File: config.mk
export PLATFORM = sky130hd
export DESIGN_NAME = interrupt_ack_sequencer
export DESIGN_NICKNAME = d
export VERILOG_FILES = /design/src/rtl/pic_pkg.sv /design/src/rtl/isr_register.sv /design/src/rtl/interrupt_ack_sequencer.sv
export SDC_FILE = /design/constraint.sdc
export NUM_CORES = 1
export LEC_CHECK = 0
export ABC_AREA = 1
export CAP_MARGIN = 30
export CORE_ASPECT_RATIO = 0.6
export CORE_MARGIN = 5
export CORE_UTILIZATION = 47
export DETAILED_ROUTE_END_ITERATION = 8
export HOLD_SLACK_MARGIN = 0.03
export PLACE_DENSITY_LB_ADDON = 0.05
export SLEW_MARGIN = 20
export SYNTH_ARGS = -nofsm -noshare
export SYNTH_HDL_FRONTEND = slang
export SYNTH_SLANG_ARGS = --single-unit
File: constraint.sdc
create_clock -name clk -period 1.8 [get_ports clk]
set_input_delay 0.18 -clock clk [delete_from_list [all_inputs] [get_ports clk]]
set_output_delay 0.18 -clock clk [all_outputs]
set_load 0.005 [all_outputs]
File: src/rtl/pic_pkg.sv
// Shared types and helpers for the 8259A-style interrupt controller blocks.
package pic_pkg;

    typedef enum logic [2:0] {
        IDLE,
        PENDING,
        ACK1,
        WAIT2,
        ACK2
    } ack_state_e;

    // Index of the set bit in a one-hot vector; 0 when the vector is empty.
    function automatic logic [2:0] onehot_to_index(input logic [7:0] onehot);
        logic [2:0] idx;
        idx = '0;
        for (int unsigned i = 0; i < 8; i++) begin
            if (onehot[i]) idx = 3'(i);
        end
        return idx;
    endfunction

    // Lowest set bit isolated as a one-hot mask (bit 0 is highest priority).
    function automatic logic [7:0] lowest_set(input logic [7:0] v);
        return v & (~v + 8'd1);
    endfunction

endpackage

File: src/rtl/isr_register.sv
// In-Service Register storage: clear-then-set update and priority feedback.
module isr_register
    import pic_pkg::*;
(
    input  logic       clk,
    input  logic       reset,
    input  logic [7:0] set_mask_i,
    input  logic [7:0] clear_mask_i,
    output logic [7:0] isr_o,
    output logic [7:0] highest_o
);

    logic [7:0] isr_q;
    logic [7:0] isr_d;

    // Set is applied after clear so an acknowledge wins over an EOI on the same bit.
    always_comb begin
        isr_d = (isr_q & ~clear_mask_i) | set_mask_i;
    end

    always_ff @(posedge clk or posedge reset) begin
        if (reset) begin
            isr_q <= '0;
        end else begin
            isr_q <= isr_d;
        end
    end

    assign isr_o     = isr_q;
    assign highest_o = lowest_set(isr_q);

endmodule

File: src/rtl/interrupt_ack_sequencer.sv
// 8086-mode INT/INTA handshake sequencer with EOI/AEOI handling and vector drive.
module interrupt_ack_sequencer
    import pic_pkg::*;
(
    input  logic       clk,
    input  logic       reset,
    input  logic [7:0] resolved_request,
    input  logic       inta_n,
    input  logic [4:0] vector_base,
    input  logic       auto_eoi,
    input  logic       eoi_valid,
    input  logic       eoi_specific,
    input  logic [2:0] eoi_level,
    output logic       int_out,
    output logic [7:0] in_service_register,
    output logic [7:0] highest_level_in_service,
    output logic [7:0] clear_request,
    output logic [7:0] data_out,
    output logic       data_out_en
);

    ack_state_e state_q, state_d;
    logic       int_out_q, int_out_d;
    logic [7:0] clear_req_q, clear_req_d;
    logic [7:0] data_out_q, data_out_d;
    logic       data_en_q, data_en_d;
    logic [2:0] level_q, level_d;
    logic       spurious_q, spurious_d;
    logic       inta_prev_q;

    logic       inta_fall;
    logic       inta_rise;
    logic [7:0] req_lsb;
    logic [7:0] set_mask;
    logic [7:0] aeoi_clear;
    logic [7:0] eoi_clear;
    logic [7:0] isr;

    assign inta_fall = inta_prev_q & ~inta_n;
    assign inta_rise = ~inta_prev_q & inta_n;
    assign req_lsb   = lowest_set(resolved_request);

    always_comb begin
        state_d     = state_q;
        int_out_d   = int_out_q;
        clear_req_d = '0;
        data_out_d  = data_out_q;
        data_en_d   = data_en_q;
        level_d     = level_q;
        spurious_d  = spurious_q;
        set_mask    = '0;
        aeoi_clear  = '0;
        unique case (state_q)
            IDLE: begin
                if (|resolved_request) begin
                    state_d   = PENDING;
                    int_out_d = 1'b1;
                end
            end
            PENDING: begin
                if (inta_fall) begin
                    state_d   = ACK1;
                    int_out_d = 1'b0;
                    if (|resolved_request) begin
                        level_d     = onehot_to_index(req_lsb);
                        spurious_d  = 1'b0;
                        set_mask    = req_lsb;
                        clear_req_d = req_lsb;
                    end else begin
                        level_d    = 3'd7;
                        spurious_d = 1'b1;
                    end
                end
            end
            ACK1: begin
                if (inta_rise) state_d = WAIT2;
            end
            WAIT2: begin
                if (inta_fall) begin
                    state_d    = ACK2;
                    data_out_d = {vector_base, level_q};
                    data_en_d  = 1'b1;
                end
            end
            ACK2: begin
                if (inta_rise) begin
                    state_d    = IDLE;
                    data_out_d = '0;
                    data_en_d  = 1'b0;
                    if (auto_eoi && !spurious_q) aeoi_clear = 8'h01 << level_q;
                end
            end
            default: state_d = IDLE;
        endcase
    end

    // Non-specific EOI picks from the ISR as it stands before this cycle's update.
    always_comb begin
        eoi_clear = '0;
        if (eoi_valid) begin
            eoi_clear = eoi_specific ? (8'h01 << eoi_level) : lowest_set(isr);
        end
    end

    always_ff @(posedge clk or posedge reset) begin
        if (reset) begin
            state_q     <= IDLE;
            int_out_q   <= 1'b0;
            clear_req_q <= '0;
            data_out_q  <= '0;
            data_en_q   <= 1'b0;
            level_q     <= '0;
            spurious_q  <= 1'b0;
            inta_prev_q <= 1'b1;
        end else begin
            state_q     <= state_d;
            int_out_q   <= int_out_d;
            clear_req_q <= clear_req_d;
            data_out_q  <= data_out_d;
            data_en_q   <= data_en_d;
            level_q     <= level_d;
            spurious_q  <= spurious_d;
            inta_prev_q <= inta_n;
        end
    end

    isr_register u_isr (
        .clk          (clk),
        .reset        (reset),
        .set_mask_i   (set_mask),
        .clear_mask_i (eoi_clear | aeoi_clear),
        .isr_o        (isr),
        .highest_o    (highest_level_in_service)
    );

    assign in_service_register = isr;
    assign int_out             = int_out_q;
    assign clear_request       = clear_req_q;
    assign data_out            = data_out_q;
    assign data_out_en         = data_en_q;

endmodule
==> impl_metrics.py <==
metrics = {
    "cts": {
        "clockBufferDepth": 2,
        "cts.sinks": 34,
        "clockRootBuffer": "clkbuf_8",
        "cts_tree": "built",
        "numCtsBuffers": 5,
        "clk_latency_ns": 0.29,
        "h-tree-depth": 2,
        "cts-hold-fix-buffers": 0,
        "clk_pin_slew_ns": 0.07,
    },
    "worst_setup_path": {
        "critical_path.cell_chain": "nor2_4 -> nand3_1 -> inv_1 -> clkdlybuf4s50_1",
        "worstPathRequired_ns": 1.62,
        "cp-end-kind": "output pin",
        "max_stage_delay_ns": 0.49,
        "startpoint_type": "register",
        "cp_slowest_cell": "clkdlybuf4s50_1",
        "critPathKind": "register to output pin",
        "startpoint": "u_isr.isr_o[1]",
        "crit-reg2reg-launch": "inta_prev_q",
        "crit_arrival_ns": 1.58,
        "cp_max_fo": 5,
    },
    "routing": {
        "wire_per_inst_um": 13.03,
        "vias": 1849,
        "routed_wl_um": 4795,
        "drt_iter0_drc": 102,
        "first_pass_iters": 5,
        "avgViaCountPerCell": 5.024,
        "ant_nets": 0,
        "drc": 0,
    },
    "final_layout": {
        "finish.net_count": 343,
        "fin_area_um2": 2630,
        "fillers": 327,
        "seq_area_um2": 852.1,
        "antenna_cells": 0,
        "multi_input_area_um2": 853.3,
        "drive_above_1_share_pct": 10.28,
        "area_growth_pct": 40.23,
    },
    "grt": {
        "grt_max_degree": 21,
        "overflow": 0,
        "antenna_found_initial": 0,
        "grt_usage_pct": 18.09,
        "grt_pass1_vias": 1616,
        "grt_pass1_wl_um": 7659,
    },
    "placed_design": {
        "portBuffers": 55,
        "placed_cell_area_um2": 2516,
        "post-dp-hpwl_um": 3936,
        "place_congestion": 0.8130,
    },
    "sta": {
        "maxSlewViolCount": 0,
        "fmax_mhz": 568.9,
        "tightest_slew_ns": 0.4892,
        "hold_viol": 0,
        "fin_setup_tns_ns": 0,
        "rsz0062_at_grt": "yes",
        "finalCritPeriodShare_pct": 97.65,
        "layout_min_cycle_time_ns": 1.758,
        "maxSlewHeadroom_pct": 67.35,
        "clock_skew_ns": 0.007557,
        "setup_violations": 0,
        "timing.hold.ws_ns": 0.2152,
    },
    "outcome": {
        "outcome": "completed",
    },
    "power_and_ir_drop": {
        "power_density_nw_per_um2": 1069,
        "power.leakage_nw": 1.401,
        "ir_worst_vdd_uv": 784.1,
    },
    "synthesis": {
        "synth.distinct_cells": 22,
        "synth_seq_cells": 34,
        "synth_top_area_share_pct": 44.03,
        "ys_warn_count": 0,
        "ys_seq_area_share_pct": 45.43,
        "synthTopCellsByArea": "dfrtp_1, nand2_1, inv_1",
        "synth_nets": 278,
        "synth_area_leader_cell": "dfrtp_1",
        "syn_avg_cell_area_um2": 7.326,
        "synth_cells": 256,
        "synth_area_um2": 1876,
    },
    "min_path": {
        "min_path_type": "input pin to asynchronous set/reset pin",
    },
    "floorplan": {
        "pin_count": 56,
        "die_h_um": 58.93,
        "die_area_um2": 5395,
        "core_um2": 3765,
        "start_util_pct": 49.82,
        "die_x_um": 91.55,
        "floorplan.rows": 17,
    },
    "flow_run": {
        "cap_violations": 0,
    },
}
-- metal layers --
metal	share of wire (%)	track usage (%)
met1	51	27.74
met2	40	24.61
met3	8.4	5.236
met4	0.98	4.506
met5	0	0
-- final cells by class --
type | instances | share of cell area [%]
clock buffer | 7 | 2.902
inverter | 47 | 6.803
timing repair buffer | 60 | 23.22
sequential | 34 | 32.40
multi-input combinational | 173 | 32.45
tap | 47 | 2.236
-- critical path: cells and delay by family, from the launching register on --
family,cells,cell delay [ns]
flops,1,0.43
buf+inv,2,0.56
simple gates,2,0.30
-- layout by cell type, fill, tap and decap left out, types with 2 or more instances in the layout --
cell / instances
a21oi_1: 6
buf_4: 4
clkbuf_1: 2
clkbuf_8: 5
clkdlybuf4s50_1: 51
dfrtp_1: 33
dlymetal6s2s_1: 4
inv_1: 44
inv_2: 2
nand2_1: 62
nand2_2: 3
nand3_1: 28
nand3_2: 3
nand3b_1: 2
nand4_1: 5
nor2_1: 24
nor2_2: 6
nor2_4: 4
nor3_1: 3
o21ai_0: 24
-- worst paths after layout --
path                                               endpoint  slack, ns  cells after the start
worst min-delay path                       clear_request[0]       0.22                      2
worst max-delay path            highest_level_in_service[4]       0.04                      4
max in group asynchronous                       inta_prev_q       1.04                      3
worst min register to register                      int_out       0.48                      2
min in group clk                                inta_prev_q       0.36                      1
worst max register to register               u_isr.isr_o[6]       0.31                      6
-- sequential cells by signal, summed over array words and instances, names as in the netlist --
signal         count
clear_request      8
data_out           8
u_isr.isr_o        8
level_q            3
state_q            3
data_out_en        1
int_out            1
inta_prev_q        1
spurious_q         1
-- synth_stat cells, drive strengths merged --
library cell / n
a21oi: 6
inv: 47
o21ai: 24
nand3b: 2
dfrtp: 33
dfstp: 1
buf: 1
nor2: 35
nor3: 4
clkbuf: 1
nand4: 5
nand3: 31
nand2: 66
-- metrics by stage --
step                      power [mW]  worst slack (ns)  utilization, %  std cells
after CTS                      2.811          0.002065           69.13        367
after floorplan                1.746            0.4394               -        256
after global placement         2.243            0.1569           66.83        360
final                          2.812           0.04234           69.86        368
after detailed placement       2.276            0.1029           66.83        360
after global routing           3.004         -0.004460           69.86        368
-- cells by family (layout without fill, tap and decap cells) --
group,Yosys count,in the layout,synth area share (%)
AND/OR/NAND/NOR,143,143,36.42
buffers and inverters,49,114,10.14
flip-flops,34,34,45.43
AO/OA/AOI/OAI,30,30,8.006
-- power by group --
group / switching (mW) / internal (mW) / total (mW)
sequential: 0.178 / 0.965 / 1.14
combinational: 0.600 / 0.543 / 1.14
clock: 0.260 / 0.266 / 0.526
-- timing repair --
item | in CTS | in global routing
hold endpoints to repair | 0 | 0
buffers inserted | 0 | 1
endpoints found under the setup margin | 6 | 4
pin swaps | 0 | 2
gates resized for setup | 3 | 6
(Power assumes the default switching activity.)
